File: src/rtl/mem_port_arbiter_if.sv
// Bundle of signals around the memory-port arbiter: the fetch requester,
// the data load/store requester, and the single-port memory.
//
// Handshake: a requester raises *_req and holds it, together with its
// address/data/we, until the arbiter returns a one-cycle *_ack. Data
// returned by a load or fetch is valid in the ack cycle. A req still high
// during its ack cycle is taken as the next request.
//
// Optional feature macro: ALIGN_CHECK_EN adds the err signal.
interface mem_port_arbiter_if #(
  parameter int DW = 32,
  parameter int AW = 32
);
  logic          f_req;
  logic          f_ack;
  logic [DW-1:0] f_inst;
  logic [AW-1:0] f_pc;
  logic          pc_load;
  logic [AW-1:0] pc_in;
  logic          d_req;
  logic          d_we;
  logic [AW-1:0] d_addr;
  logic [DW-1:0] d_wdata;
  logic          d_ack;
  logic [DW-1:0] d_rdata;
  logic [AW-1:0] mem_addr;
  logic [DW-1:0] mem_wdata;
  logic          mem_read;
  logic          mem_write;
  logic [DW-1:0] mem_rdata;
`ifdef ALIGN_CHECK_EN
  logic          err;

  // Arbiter side.
  modport slave (
    input  f_req, pc_load, pc_in, d_req, d_we, d_addr, d_wdata, mem_rdata,
    output f_ack, f_inst, f_pc, d_ack, d_rdata,
           mem_addr, mem_wdata, mem_read, mem_write, err
  );

  // Requester and memory side.
  modport master (
    output f_req, pc_load, pc_in, d_req, d_we, d_addr, d_wdata, mem_rdata,
    input  f_ack, f_inst, f_pc, d_ack, d_rdata,
           mem_addr, mem_wdata, mem_read, mem_write, err
  );
`else
  // Arbiter side.
  modport slave (
    input  f_req, pc_load, pc_in, d_req, d_we, d_addr, d_wdata, mem_rdata,
    output f_ack, f_inst, f_pc, d_ack, d_rdata,
           mem_addr, mem_wdata, mem_read, mem_write
  );

  // Requester and memory side.
  modport master (
    output f_req, pc_load, pc_in, d_req, d_we, d_addr, d_wdata, mem_rdata,
    input  f_ack, f_inst, f_pc, d_ack, d_rdata,
           mem_addr, mem_wdata, mem_read, mem_write
  );
`endif
endinterface

File: src/rtl/mem_port_arbiter.sv
// Shares one single-port memory between instruction fetch and data
// load/store. Owns the program counter. Every access is IDLE -> ACC -> IDLE:
// the winner's request is registered onto mem_* on entry to ACC and the
// memory read data is captured on the way back to IDLE, where the ack
// pulses. Round-robin on ties, fetch first after reset.
//
// Optional feature macro: ALIGN_CHECK_EN (misaligned accesses are
// suppressed at the memory and flagged on err with the ack).
module mem_port_arbiter #(
  parameter int DW = 32,
  parameter int AW = 32,
  parameter int unsigned RESET_PC = 128,
  parameter int unsigned PC_STEP = 4
) (
  input  logic              clk,
  input  logic              reset,
  mem_port_arbiter_if.slave bus,
  output logic [1:0]        dbg_state
);

  typedef enum logic [1:0] {
    IDLE  = 2'd0,
    ACC_F = 2'd1,
    ACC_D = 2'd2
  } state_t;

  state_t        state;
  logic [AW-1:0] pc;
  logic          last_data;  // 1: the most recent grant went to data
  logic          cur_we;     // the granted data access is a store
  logic          cur_mis;    // the granted access is misaligned
  logic          grant_f;
  logic          f_mis;
  logic          d_mis;

  assign dbg_state = state;

  // Fetch wins when alone or when data had the previous grant.
  assign grant_f = bus.f_req && (!bus.d_req || last_data);

`ifdef ALIGN_CHECK_EN
  assign f_mis = |pc[1:0];
  assign d_mis = |bus.d_addr[1:0];
`else
  assign f_mis = 1'b0;
  assign d_mis = 1'b0;
`endif

  // Arbiter FSM, PC and all registered outputs.
  always_ff @(posedge clk) begin
    if (reset) begin
      state         <= IDLE;
      pc            <= AW'(RESET_PC);
      last_data     <= 1'b1;
      cur_we        <= 1'b0;
      cur_mis       <= 1'b0;
      bus.f_ack     <= 1'b0;
      bus.f_inst    <= '0;
      bus.f_pc      <= '0;
      bus.d_ack     <= 1'b0;
      bus.d_rdata   <= '0;
      bus.mem_addr  <= '0;
      bus.mem_wdata <= '0;
      bus.mem_read  <= 1'b0;
      bus.mem_write <= 1'b0;
`ifdef ALIGN_CHECK_EN
      bus.err       <= 1'b0;
`endif
    end else begin
      bus.f_ack <= 1'b0;
      bus.d_ack <= 1'b0;
`ifdef ALIGN_CHECK_EN
      bus.err   <= 1'b0;
`endif
      case (state)
        IDLE: begin
          if (grant_f) begin
            state        <= ACC_F;
            last_data    <= 1'b0;
            cur_mis      <= f_mis;
            bus.mem_addr <= pc;
            bus.mem_read <= !f_mis;
          end else if (bus.d_req) begin
            state         <= ACC_D;
            last_data     <= 1'b1;
            cur_we        <= bus.d_we;
            cur_mis       <= d_mis;
            bus.mem_addr  <= bus.d_addr;
            bus.mem_wdata <= bus.d_wdata;
            bus.mem_read  <= !bus.d_we && !d_mis;
            bus.mem_write <= bus.d_we && !d_mis;
          end
        end
        ACC_F: begin
          state        <= IDLE;
          bus.mem_read <= 1'b0;
          bus.f_ack    <= 1'b1;
          bus.f_inst   <= cur_mis ? '0 : bus.mem_rdata;
          bus.f_pc     <= bus.mem_addr;
          pc           <= pc + AW'(PC_STEP);
`ifdef ALIGN_CHECK_EN
          bus.err      <= cur_mis;
`endif
        end
        ACC_D: begin
          state         <= IDLE;
          bus.mem_read  <= 1'b0;
          bus.mem_write <= 1'b0;
          bus.d_ack     <= 1'b1;
          if (!cur_we) begin
            bus.d_rdata <= cur_mis ? '0 : bus.mem_rdata;
          end
`ifdef ALIGN_CHECK_EN
          bus.err       <= cur_mis;
`endif
        end
        default: state <= IDLE;
      endcase
      // A redirect overrides the post-fetch increment.
      if (bus.pc_load) begin
        pc <= bus.pc_in;
      end
    end
  end

endmodule

File: src/flat_wrapper.sv
// flat-port wrapper written by rule: the top's interface ports become plain ports
module mem_port_arbiter_flat 
#(
  parameter int DW = 32,
  parameter int AW = 32,
  parameter int unsigned RESET_PC = 128,
  parameter int unsigned PC_STEP = 4
)
  (clk, reset, dbg_state, bus_f_req, bus_pc_load, bus_pc_in, bus_d_req, bus_d_we, bus_d_addr, bus_d_wdata, bus_mem_rdata, bus_f_ack, bus_f_inst, bus_f_pc, bus_d_ack, bus_d_rdata, bus_mem_addr, bus_mem_wdata, bus_mem_read, bus_mem_write);
  mem_port_arbiter_if #(.DW(DW), .AW(AW)) bus_i ();
  input  logic clk;
  input  logic reset;
  output logic [1:0] dbg_state;
  input wire logic [$bits(bus_i.f_req)-1:0] bus_f_req;
  input wire logic [$bits(bus_i.pc_load)-1:0] bus_pc_load;
  input wire logic [$bits(bus_i.pc_in)-1:0] bus_pc_in;
  input wire logic [$bits(bus_i.d_req)-1:0] bus_d_req;
  input wire logic [$bits(bus_i.d_we)-1:0] bus_d_we;
  input wire logic [$bits(bus_i.d_addr)-1:0] bus_d_addr;
  input wire logic [$bits(bus_i.d_wdata)-1:0] bus_d_wdata;
  input wire logic [$bits(bus_i.mem_rdata)-1:0] bus_mem_rdata;
  output wire logic [$bits(bus_i.f_ack)-1:0] bus_f_ack;
  output wire logic [$bits(bus_i.f_inst)-1:0] bus_f_inst;
  output wire logic [$bits(bus_i.f_pc)-1:0] bus_f_pc;
  output wire logic [$bits(bus_i.d_ack)-1:0] bus_d_ack;
  output wire logic [$bits(bus_i.d_rdata)-1:0] bus_d_rdata;
  output wire logic [$bits(bus_i.mem_addr)-1:0] bus_mem_addr;
  output wire logic [$bits(bus_i.mem_wdata)-1:0] bus_mem_wdata;
  output wire logic [$bits(bus_i.mem_read)-1:0] bus_mem_read;
  output wire logic [$bits(bus_i.mem_write)-1:0] bus_mem_write;
  assign bus_i.f_req = bus_f_req;
  assign bus_i.pc_load = bus_pc_load;
  assign bus_i.pc_in = bus_pc_in;
  assign bus_i.d_req = bus_d_req;
  assign bus_i.d_we = bus_d_we;
  assign bus_i.d_addr = bus_d_addr;
  assign bus_i.d_wdata = bus_d_wdata;
  assign bus_i.mem_rdata = bus_mem_rdata;
  assign bus_f_ack = bus_i.f_ack;
  assign bus_f_inst = bus_i.f_inst;
  assign bus_f_pc = bus_i.f_pc;
  assign bus_d_ack = bus_i.d_ack;
  assign bus_d_rdata = bus_i.d_rdata;
  assign bus_mem_addr = bus_i.mem_addr;
  assign bus_mem_wdata = bus_i.mem_wdata;
  assign bus_mem_read = bus_i.mem_read;
  assign bus_mem_write = bus_i.mem_write;
  mem_port_arbiter #(.DW(DW), .AW(AW), .RESET_PC(RESET_PC), .PC_STEP(PC_STEP)) u_core (.clk(clk), .reset(reset), .bus(bus_i), .dbg_state(dbg_state));
endmodule
File: config.mk
export PLATFORM = sky130hd
export DESIGN_NAME = mem_port_arbiter_flat
export DESIGN_NICKNAME = d
export VERILOG_FILES = /design/src/rtl/mem_port_arbiter_if.sv /design/src/rtl/mem_port_arbiter.sv /design/src/flat_wrapper.sv
export SDC_FILE = /design/constraint.sdc
export NUM_CORES = 1
export LEC_CHECK = 0
export CORE_ASPECT_RATIO = 0.6
export CORE_MARGIN = 2
export CORE_UTILIZATION = 35
export DETAILED_ROUTE_END_ITERATION = 12
export DONT_BUFFER_PORTS = 1
export PLACE_DENSITY = 0.47
export SLEW_MARGIN = 20
export SYNTH_ARGS = -nofsm -noshare
export SYNTH_HDL_FRONTEND = slang
export SYNTH_SLANG_ARGS = --single-unit
File: constraint.sdc
create_clock -name clk -period 1.6 [get_ports clk]
set_input_delay 0.08 -clock clk [delete_from_list [all_inputs] [get_ports clk]]
set_output_delay 0.08 -clock clk [all_outputs]
set_load 0.01 [all_outputs]
; ---- Word level (Yosys, flattened, before mapping)
; Index checks and enable logic that the tools add are counted.
[totals]
n_memories = 0
rom_bits = 0
latchBits = 0
regBits = 201
elab_cells = 60
mem_bits_rw = 0
[op_classes]
n_reduce_logical = 17
n_mux = 19
n_bitwise = 3
n_shift = 0
n_addsub = 1
eq_ne = 5
n_div = 0
magnitude_cmp = 0
mul = 0
[ops]
columns = cell, n
row1 = $mux W32, 5
row2 = $add A32 B3 Y32 const B, 1
row3 = $mux W1, 12
row4 = $reduce_bool A2 Y1, 4
row5 = $reduce_and A2 Y1, 3
row6 = $reduce_and A3 Y1, 2
row7 = $ne A2 B2 Y1 const B, 2
row8 = $pmux W1 S2, 2
row9 = $reduce_or A2 Y1, 2
row10 = $ne A3 B2 Y1 const B, 1
row11 = $not A1 Y1, 3
row12 = $reduce_or A3 Y1, 1
row13 = $eq A2 B1 Y1 const B, 1
row14 = $eq A2 B2 Y1 const B, 1
row15 = $logic_not A1 Y1, 2
row16 = $logic_not A2 Y1, 1
row17 = $logic_and A1 B1 Y1, 1
row18 = $logic_or A1 B1 Y1, 1

; ---- Depth between registers and ports, before layout
; Gate-level depths: netlist (run 1).
[logic_depth]
depth_word = 5
mapped_depth = 8

; ---- Worst setup path after synthesis (run 1)
; No wires, ideal clock.
[synth_path]
path_kind = register -> register
startpoint = reg u_core.state[0] (netlist: u_core.dbg_state[0])
endpoint = reg u_core.pc[24]
arrival_ns = 1.755
setup_ns = 0.091
n_path_buf = 2
slack_ns = -0.246
required_time_ns = 1.509
stages_incl_launch_ff = 8
cell_sequence = dfxtp_1 > ha_1 > buf_2 > and4_1 > buf_2 > nand2_1 > or4_1 > a311oi_1
[synth_via]
elab_chain_len = 2
[synth_rtl]
columns = element, line
row1 = start: declaration, mem_port_arbiter.sv:27  ; state_t state;
row2 = start signal: assignment, mem_port_arbiter.sv:52  ; state <= IDLE;
row3 = start signal: assignment, mem_port_arbiter.sv:78  ; state <= ACC_F;
row4 = start signal: assignment, mem_port_arbiter.sv:84  ; state <= ACC_D;
row5 = $eq A2 B1 Y1, mem_port_arbiter.sv:75  ; case (state)
row6 = $reduce_bool A2 Y1 (no line), n/a
row7 = end signal: assignment, mem_port_arbiter.sv:53  ; pc <= AW'(RESET_PC);
row8 = end signal: assignment, mem_port_arbiter.sv:100  ; pc <= pc + AW'(PC_STEP);
row9 = end signal: assignment, mem_port_arbiter.sv:121  ; pc <= bus.pc_in;
row10 = end: declaration, mem_port_arbiter.sv:28  ; logic [AW-1:0] pc;
; Every way passes these cells.
; A chain may end at the register's enable or synchronous reset.

; ---- Worst setup path in the final report (run 1)
[layout_path]
startpoint = reg u_core.state[1] (netlist: u_core.dbg_state[1])
endpoint = reg u_core.pc[20]
; Same word-level chain as after synthesis.

==> results of run 1 <==
[per-stage QoR]
step	util	std cells
floorplan	-	859
global placement	0.388	1180
detailed placement	0.388	1180
CTS	0.439	1252
global route	0.469	1267
finish	0.469	1267
[where the power goes]
part / internal [mW] / switching (mW) / leakage (nW) / total [mW]
Sequential: 5.32 / 0.467 / 1.64 / 5.79
Clock: 2.03 / 2.09 / 0.262 / 4.12
Combinational: 0.995 / 0.916 / 2.14 / 1.91
Total: 8.34 / 3.47 / 4.05 / 11.8
[worst max-delay path by stage]
stage / startpoint / end / slack (ns) / depth (start not counted)
2_1_floorplan: u_core.dbg_state[1] / u_core.pc[24] / -0.06 / 8
3_3_place_gp: u_core.pc[2] / u_core.pc[16] / -0.11 / 5
3_5_place_dp: u_core.pc[2] / u_core.pc[26] / -0.19 / 5
4_1_cts: u_core.dbg_state[1] / u_core.pc[20] / -0.12 / 7
5_1_grt: u_core.dbg_state[1] / u_core.pc[19] / -0.19 / 6
6_report: u_core.dbg_state[1] / u_core.pc[20] / -0.11 / 7
[layout make-up]
type,count,area share
clock buffer,17,0.0396
clock inverter,15,0.0111
inverter,11,0.00430
multi-input combinational,582,0.399
sequential,200,0.374
tap,315,0.0366
timing repair buffer,127,0.136
[kinds of logic after synthesis]
logic type               after synthesis  synth area share
AND/OR/NAND/NOR                      313             0.178
AO/OA/AOI/OAI                        120            0.0993
buffers and inverters                 77            0.0451
adder cells (fa/ha/maj)                5           0.00772
multiplexers                         132             0.163
flip-flops                           200             0.494
XOR/XNOR                              12            0.0130
[sequential cells by signal, summed over array words and instances, names as in the netlist]
signal / flops
u_core.bus.mem_addr: 32
u_core.bus.f_inst: 32
u_core.bus.f_pc: 32
u_core.bus.d_rdata: 32
u_core.bus.f_ack: 1
u_core.dbg_state: 2
u_core.bus.mem_write: 1
u_core.bus.mem_read: 1
u_core.last_data: 1
u_core.cur_we: 1
u_core.bus.mem_wdata: 32
u_core.pc: 32
u_core.bus.d_ack: 1
[routing by layer]
metal / GRT usage / wire, um / up-vias
met5: 0 / 0 / -
met1: 0.296 / 13300 / 3261
li1: - / - / 3156
met3: 0.0717 / 1970 / 18
met4: 0.0505 / 231 / 0
met2: 0.289 / 11300 / 222
[cell usage after synthesis, types with 2 or more instances]
master	instances	share of area
and4_1	9	0.0097
o31ai_1	6	0.0056
buf_2	15	0.0093
nand4_4	2	0.0053
nand3b_1	3	0.0028
inv_1	11	0.0051
a2111oi_0	4	0.0043
xor2_1	6	0.0065
nor3b_1	3	0.0028
buf_4	2	0.0019
or3_1	3	0.0023
ha_1	5	0.0077
buf_1	6	0.0028
dfxtp_1	200	0.49
a311oi_1	8	0.0086
a211oi_1	46	0.043
nor4_1	3	0.0023
or4_1	8	0.0074
and4_2	3	0.0037
nand3_1	12	0.0074
nor3_1	4	0.0025
clkbuf_8	2	0.0034
nand2_1	77	0.036
a21oi_1	42	0.026
buf_6	4	0.0056
xnor2_1	6	0.0065
nor2b_1	4	0.0031
and3_1	7	0.0054
nand2b_1	3	0.0023
nand4_1	8	0.0062
o21ai_0	6	0.0037
clkbuf_1	37	0.017
nor2_1	158	0.073
mux2i_1	132	0.16
[what timing repair did]
action / CTS / global route
hold buffers: 21 / 2
pin swaps: 21 / 57
setup buffers: 16 / 10
resized for setup: 42 / 113
gates cloned: 5 / 8
endpoints found under the setup margin: 87 / 114
endpoints found under the hold margin: 200 / 199
==> out/results.ini, run 1 <==
[outcome]
status=finished with violations
violations=negative hold slack, negative setup slack

[global_routing]
grt_pass1_wl_um=38300
grt_max_degree=204
grt_pass1_vias=6255
antenna_found_initial=0
gr-usage-all-layers=0.205
grt-ovfl-total=0

[min_path]
hold_path_class=primary input to flip-flop
worst_hold_startpoint=reset
hold_depth=1
whs_endpoint=u_core.bus.mem_wdata[6]

[route]
wire_per_inst_um=21.2
drc=0
first_iter_violations=438
dr.pass1.iters=5
drt_wl_total_um=26800
antenna_left=0
route.vias.total=6657
via_per_inst=5.25

[synth]
ys_warn_count=0
yosysSeqAreaShare=0.494
syn_area_per_cell_um2=9.43
synth_edf_count=0
ys_types=48
synth_fp_nets=998
async_flop_share=0
synth_area_um2=8100
ys.flop_type=dfxtp_1
syn_inst=859
ys_ff_latch=200

[timing]
fmax_ghz=0.585
tns_ns=-1.88
period_minus_slack_ns=1.71
rsz0062_at_grt=true
final-hold-violation-count=129
fin_skew_ns=0.0128
period_share=1.07
worst_slew_pin_slew_ns=1.10
fin_ws_ns=-0.109
whs_ns=-0.289
setup_viol=69
slew_headroom=0.265
timing.final.max_slew_violations=0

[power_and_ir_drop]
powerDensity_nw_per_um2=1100
leakagePower_nw=4.05
power_mw=11.8
max-vdd-ir-drop_uv=673

[placed_design]
place_area_um2=8890
routabilityCongestion=0.820
dp_hpwl_um=17700
io_buffers=0
dp_slack_ns=-0.193

[final_layout]
mostFrequentLayoutCells=189 x dfxtp_1, 130 x nor2_1, 130 x mux2i_1, 76 x nand2_1, 63 x buf_4
syn2layout_area_growth_pct=32.8
layout_commonest_cell=dfxtp_1
final_nets=1078
seq_area_um2=4020
n_antenna_cell=0
multi_input_area_um2=4290
drive_gt1_frac=0.264
final_cell_area_um2=10800
n_fill_cell=2175

[worst_setup_path]
rr_startpoint=u_core.dbg_state[1]
critPathBufInv=3
crit_type=flip-flop to flip-flop
cp.arrival_ns=2.06
cp_max_fo=5
slowest_stage=or4_4
critPathCaptureType=flip-flop
r2r_cells=7
cp_top_family=simple AND/OR/NAND/NOR gates
cp_common_cell=buf_6
cp_slowest_stage_delay_ns=0.51
reg2reg_slack_ns=-0.11
crit_chain=inv_4 > ha_4 > buf_6 > nand4_1 > buf_6 > or4_4 > a311oi_2
rr_endpoint=u_core.pc[20]
startpoint_type=flip-flop
worst_ep_required_time_ns=1.95

[run]
drv_cap=0

[clock_tree]
clk_path_buf_depth=2
clockRootBuffer=clkbuf_16
cts_tree=built
h-tree-depth=4
cts_buffers=17
clkLatencyLatePin_ns=0.44
path_clk_slew_ns=0.07
cts.sinks=200

[die]
ios=300
chipHeight_um=122
die_area_um2=24400
initial_core_util=0.353
die_x_um=200
rows=43
core_um2=22900

No activity file was read; power rests on OpenSTA's default activity.
==> inputs of run 2 (changes only) <==
==> constraint.sdc (replaced) <==
create_clock -name clk -period 1.6 [get_ports clk]
set_input_delay 0.32 -clock clk [delete_from_list [all_inputs] [get_ports clk]]
set_output_delay 0.32 -clock clk [all_outputs]
set_load 0.01 [all_outputs]
==> run 2 against run 1 <==
The flow still finishes with violations (negative hold slack, negative setup slack); critical path type unchanged; critical endpoint unchanged; highest routed layer unchanged; global-route usage down 0.72 points; hold slack better by 0.24 ns; non-clock buffer count down 31; worst setup slack better by 0.016 ns.
==> out/results.ini, run 2 (synthesis results as in run 1) <==
[placed_design]
place_area_um2=8890  ; about the same
dp_slack_ns=-0.191  ; +0.00254 ns
io_buffers=0  ; unchanged
place_inst=1177  ; -0.25%
dp_hpwl_um=17400  ; -1.9%
routabilityCongestion=0.813  ; -0.95%

[power_and_ir_drop]
switching_share=0.265  ; -0.0289
power_frac_clock=0.397  ; +0.048
p_switching_mw=3.20  ; -7.8%
leakagePower_nw=3.93  ; -3.0%
powerDensity_nw_per_um2=1180  ; +7.5%
combPwrFrac=0.127  ; -0.035
power_mw=12.1  ; +2.2%
seq_power_share=0.476  ; -0.014
max-vdd-ir-drop_uv=613  ; -9.0%
p_int_mw=8.88  ; +6.4%

[route]
first_iter_violations=370  ; -16%
via_per_inst=5.23  ; -0.54%
dr.pass1.iters=5  ; unchanged
drt_wl_total_um=25700  ; -4.1%
wire_per_inst_um=20.8  ; -1.7%
antenna_left=0  ; unchanged
route.vias.total=6459  ; -3.0%
drc=0  ; unchanged

[outcome]
status=finished with violations
violations=negative hold slack, negative setup slack

[clock_tree]
h-tree-depth=4  ; unchanged
clockRootBuffer=clkbuf_16
path_clk_slew_ns=0.07  ; about the same
cts_tree=built
cts_buffers=17  ; unchanged
clkLatencyLatePin_ns=0.45  ; about the same
cts.sinks=200  ; unchanged
clk_path_buf_depth=2  ; unchanged

[worst_setup_path]
worst_ep_required_time_ns=1.95  ; about the same
rr_startpoint=u_core.dbg_state[1]
rr_endpoint=u_core.pc[20]
critPathBufInv=3  ; unchanged
critPathCaptureType=flip-flop
slowest_stage=or4_4
cp-endpoint=u_core.pc[20]
cp_top_family=simple AND/OR/NAND/NOR gates
cp-startpoint=u_core.dbg_state[1]
path_depth=7  ; unchanged
startpoint_type=flip-flop
cp_slowest_stage_delay_ns=0.47  ; -0.04 ns
cp_max_fo=5  ; unchanged
crit_chain=inv_4 > ha_4 > buf_6 > nand4_1 > buf_6 > or4_4 > a311oi_2
cp_common_cell=buf_6
r2r_cells=7  ; unchanged
cp.arrival_ns=2.05  ; about the same
crit_type=flip-flop to flip-flop
reg2reg_slack_ns=-0.09  ; +0.02 ns

[final_layout]
final_cells=1236  ; -2.4%
syn2layout_area_growth_pct=26.3
final_cell_area_um2=10200  ; -4.9%
post-route-util=0.446  ; -0.0230
mostFrequentLayoutCells=189 x dfxtp_1, 157 x nor2_1, 129 x mux2i_1, 77 x nand2_1, 59 x buf_4
final_nets=1047  ; -2.9%
n_antenna_cell=0  ; unchanged
layout_commonest_cell=dfxtp_1
drive_gt1_frac=0.203  ; -0.0606

[die]
ios=300  ; unchanged
core_um2=22900  ; unchanged
die_x_um=200  ; unchanged
chipHeight_um=122  ; unchanged
initial_core_util=0.353  ; unchanged
rows=43  ; unchanged
die_area_um2=24400  ; unchanged

[global_routing]
antenna_found_initial=0  ; unchanged
grt_pass1_wl_um=36800  ; -3.8%
grt_pass1_vias=6054  ; -3.2%
grt-ovfl-total=0  ; unchanged
grt_max_degree=204  ; unchanged
gr-usage-all-layers=0.198  ; -0.00722

[timing]
setup_viol=43  ; -38%
worst_slew_pin_slew_ns=0.376  ; -0.723 ns
period_share=1.06  ; -0.0102
period_minus_slack_ns=1.69  ; -0.0164 ns
slew_headroom=0.746  ; +0.481
final-hold-violation-count=29  ; -78%
rsz0062_at_grt=true
fin_ws_ns=-0.0925  ; +0.0164 ns
tns_ns=-1.26  ; +0.620 ns
whs_ns=-0.0491  ; +0.240 ns
fmax_ghz=0.591  ; +0.97%
fin_skew_ns=0.0128  ; +0.00000590 ns
timing.final.max_slew_violations=0  ; unchanged

[run]
drv_cap=0  ; unchanged

[min_path]
hold_path_class=primary input to flip-flop

==> run 2: worst min path at each step <==
stage          slack, ns                 endpoint              from  cells after the start
6_report           -0.05  u_core.bus.mem_wdata[0]             reset                      1
5_1_grt            -0.07  u_core.bus.mem_wdata[4]             reset                      1
4_1_cts            -0.07  u_core.bus.mem_wdata[4]             reset                      1
3_5_place_dp        0.41  u_core.bus.mem_wdata[6]             reset                      1
3_3_place_gp        0.41  u_core.bus.mem_wdata[6]             reset                      1
2_1_floorplan       0.46    u_core.bus.d_rdata[0]  bus_mem_rdata[0]                      2
==> run 2: final cells by class <==
type / instances / area [um^2]
inverters: 11 / 46.3
clock buffers: 21 / 470
well taps: 315 / 394
flip-flops and latches: 200 / 4020
fillers: 2172 / 12700
repair buffers: 96 / 1060
clock inverters: 11 / 181
multi-input cells: 582 / 4050
==> run 2: timing repair <==
item                                   4_1_cts  5_1_grt
endpoints found under the hold margin      193      109
cloned                                       4        5
hold buffers                                 2        7
setup endpoints to repair                   89      103
buffers inserted                             9        6
resized for setup                           31       55
pin swaps                                    7       26
==> run 2: power by group through the flow <==
stage                     clock network [mW]  registers (mW)  logic, mW
after global placement                     0            5.86       1.22
after detailed placement                   0            5.87       1.26
after floorplan                            0            5.77      0.942
after CTS                               4.90            5.75       1.40
final                                   4.80            5.75       1.53
after global routing                    5.09            5.79       1.66
==> run 2: worst register-to-register path: stages (launching register included) <==
cell and delay, ns:
dfxtp_4 0.35, inv_4 0.06, ha_4 0.15, buf_6 0.10, nand4_1 0.10, buf_6 0.17
or4_4 0.48, a311oi_2 0.21
==> run 2: metal layers <==
metal  GRT usage  wire [um]  up-vias  part of all wire
met5           0          0        -                 0
met1       0.284      12700     3144              0.49
li1            -          -     3100                 -
met3      0.0680       1860       12             0.072
met2       0.281      11000      203              0.43
met4      0.0509        189        0            0.0073
==> inputs of run 3 (changes only) <==
==> constraint.sdc (replaced) <==
create_clock -name clk -period 1.4 [get_ports clk]
set_input_delay 0.28 -clock clk [delete_from_list [all_inputs] [get_ports clk]]
set_output_delay 0.28 -clock clk [all_outputs]
set_load 0.01 [all_outputs]
==> run 3 against run 2 <==
The run still ends with negative hold slack, negative setup slack left; critical endpoint is now u_core.pc[23]; non-clock buffer count up 34; flip-flop and latch count unchanged; clock skew barely moved; sequential power up 16%; clock power rose by 2%; final cell count up 2.8%; worst setup slack worse by 0.21 ns; sequential share of layout area fell by 4.2 points; utilization is 5.5 points higher; first-iteration DRC count rose by 11%; die area stayed put; via count grew 5.9%; critical path type unchanged.
==> out/results.ini, run 3 (synthesis results as in run 1) <==
[timing]
fmax_ghz=0.588  ; -0.46%
final-hold-violation-count=72  ; +150%
timing.final.max_slew_violations=0  ; unchanged
rsz0062_at_grt=true
slew_headroom=0.712  ; -0.0343
period_minus_slack_ns=1.70  ; +0.00781 ns
fin_ws_ns=-0.300  ; -0.208 ns
period_share=1.21  ; +0.157
whs_ns=-0.0665  ; -0.0174 ns
setup_viol=156  ; +260%
worst_slew_pin_slew_ns=0.432  ; +0.0567 ns
fin_skew_ns=0.0133  ; +0.000480 ns

[run]
drv_cap=0  ; unchanged

[die]
initial_core_util=0.353  ; unchanged
ios=300  ; unchanged
die_area_um2=24400  ; unchanged
chipHeight_um=122  ; unchanged
core_um2=22900  ; unchanged
rows=43  ; unchanged
die_x_um=200  ; unchanged

[placed_design]
place_inst=1187  ; +0.85%
dp_slack_ns=-0.425  ; -0.234 ns
dp_hpwl_um=16700  ; -4.3%
routabilityCongestion=0.774  ; -4.8%
io_buffers=0  ; unchanged

[worst_setup_path]
slowest_stage=or4_1
rr_startpoint=u_core.dbg_state[1]
critPathCaptureType=flip-flop
cp_max_fo=6  ; +1
r2r_cells=6  ; -1
cp_slowest_stage_delay_ns=0.42  ; -0.05 ns
cp_top_family=simple AND/OR/NAND/NOR gates
critPathBufInv=1  ; -2
startpoint_type=flip-flop
crit_chain=inv_4 > ha_4 > and3_4 > nand4_1 > or4_1 > a311oi_1
cp.arrival_ns=2.05  ; about the same
worst_ep_required_time_ns=1.75  ; -0.20 ns
cp-startpoint=u_core.dbg_state[1]
reg2reg_slack_ns=-0.30  ; -0.21 ns
rr_endpoint=u_core.pc[23]
crit_type=flip-flop to flip-flop

[route]
dr.pass1.iters=5  ; unchanged
via_per_inst=5.38  ; +2.9%
drt_wl_total_um=28600  ; +11%
route.vias.total=6837  ; +5.9%
antenna_left=0  ; unchanged
first_iter_violations=410  ; +11%
wire_per_inst_um=22.5  ; +8.1%
drc=0  ; unchanged

[global_routing]
gr-usage-all-layers=0.227  ; +0.0288
antenna_found_initial=0  ; unchanged
grt-ovfl-total=0  ; unchanged
grt_pass1_vias=6727  ; +11%
grt_max_degree=204  ; unchanged
grt_pass1_wl_um=41800  ; +14%

[clock_tree]
clockRootBuffer=clkbuf_16
h-tree-depth=4  ; unchanged
clkLatencyLatePin_ns=0.44  ; about the same
cts.sinks=200  ; unchanged
clk_path_buf_depth=2  ; unchanged
path_clk_slew_ns=0.08  ; about the same
cts_tree=built
cts_buffers=17  ; unchanged

[final_layout]
post-route-util=0.501  ; +0.0547
mostFrequentLayoutCells=185 x dfxtp_1, 129 x mux2i_1, 125 x nor2_1, 68 x buf_4, 38 x a211oi_2
syn2layout_area_growth_pct=41.7
final_nets=1082  ; +3.3%
layout_commonest_cell=dfxtp_1
drive_gt1_frac=0.388  ; +0.185
final_cells=1271  ; +2.8%
n_antenna_cell=0  ; unchanged

[power_and_ir_drop]
leakagePower_nw=4.36  ; +11%
max-vdd-ir-drop_uv=783  ; +28%
powerDensity_nw_per_um2=1220  ; +3.3%

[min_path]
worst_hold_startpoint=reset
whs_endpoint=u_core.bus.mem_addr[20]
hold_path_class=primary input to flip-flop
hold_depth=1  ; unchanged

[outcome]
violations=negative hold slack, negative setup slack
status=finished with violations

## run 3: cell type report
cell class / instances / area (um^2)
Fill cell: 2093 / 11400
Clock buffer: 19 / 453
Tap cell: 315 / 394
Clock inverter: 13 / 118
Sequential cell: 200 / 4030
Multi-Input combinational cell: 583 / 4870
Timing Repair Buffer: 130 / 1570
Inverter: 11 / 46.3
## run 3: power breakdown
group	switching, mW	internal, mW
Clock	2.33	2.57
Sequential	0.568	6.08
Combinational	1.18	1.27
## run 3: worst max path at each step
stage / cells after the start / slack, ns / endpoint
final: 6 / -0.30 / u_core.pc[23]
after global routing: 6 / -0.34 / u_core.pc[23]
after CTS: 7 / -0.26 / u_core.pc[24]
after detailed placement: 5 / -0.42 / u_core.pc[26]
after global placement: 5 / -0.37 / u_core.pc[26]
after floorplan: 8 / -0.26 / u_core.pc[31]
## run 3: routing by layer
layer / vias up / track usage / wire length [um]
met2: 292 / 0.328 / 12300
met4: 0 / 0.0644 / 518
met3: 38 / 0.0674 / 2330
li1: 3188 / - / -
met5: - / 0 / 0
met1: 3319 / 0.325 / 13400
## run 3: what timing repair did
action | CTS | global route
pin swaps | 70 | 76
hold buffers | 4 | 3
setup endpoints to repair | 191 | 190
gates cloned | 20 | 0
resized for setup | 194 | 133
setup buffers | 22 | 12
hold endpoints to repair | 196 | 190
## run 3: through the flow
stage,cell area (um^2),setup TNS (ns),power [mW]
floorplan,8300,-7.02,7.73
global placement,8950,-27.98,8.09
detailed placement,8950,-31.41,8.13
CTS,11000,-20.73,14.0
global route,11500,-32.53,14.5
finish,11500,-21.28,14.0
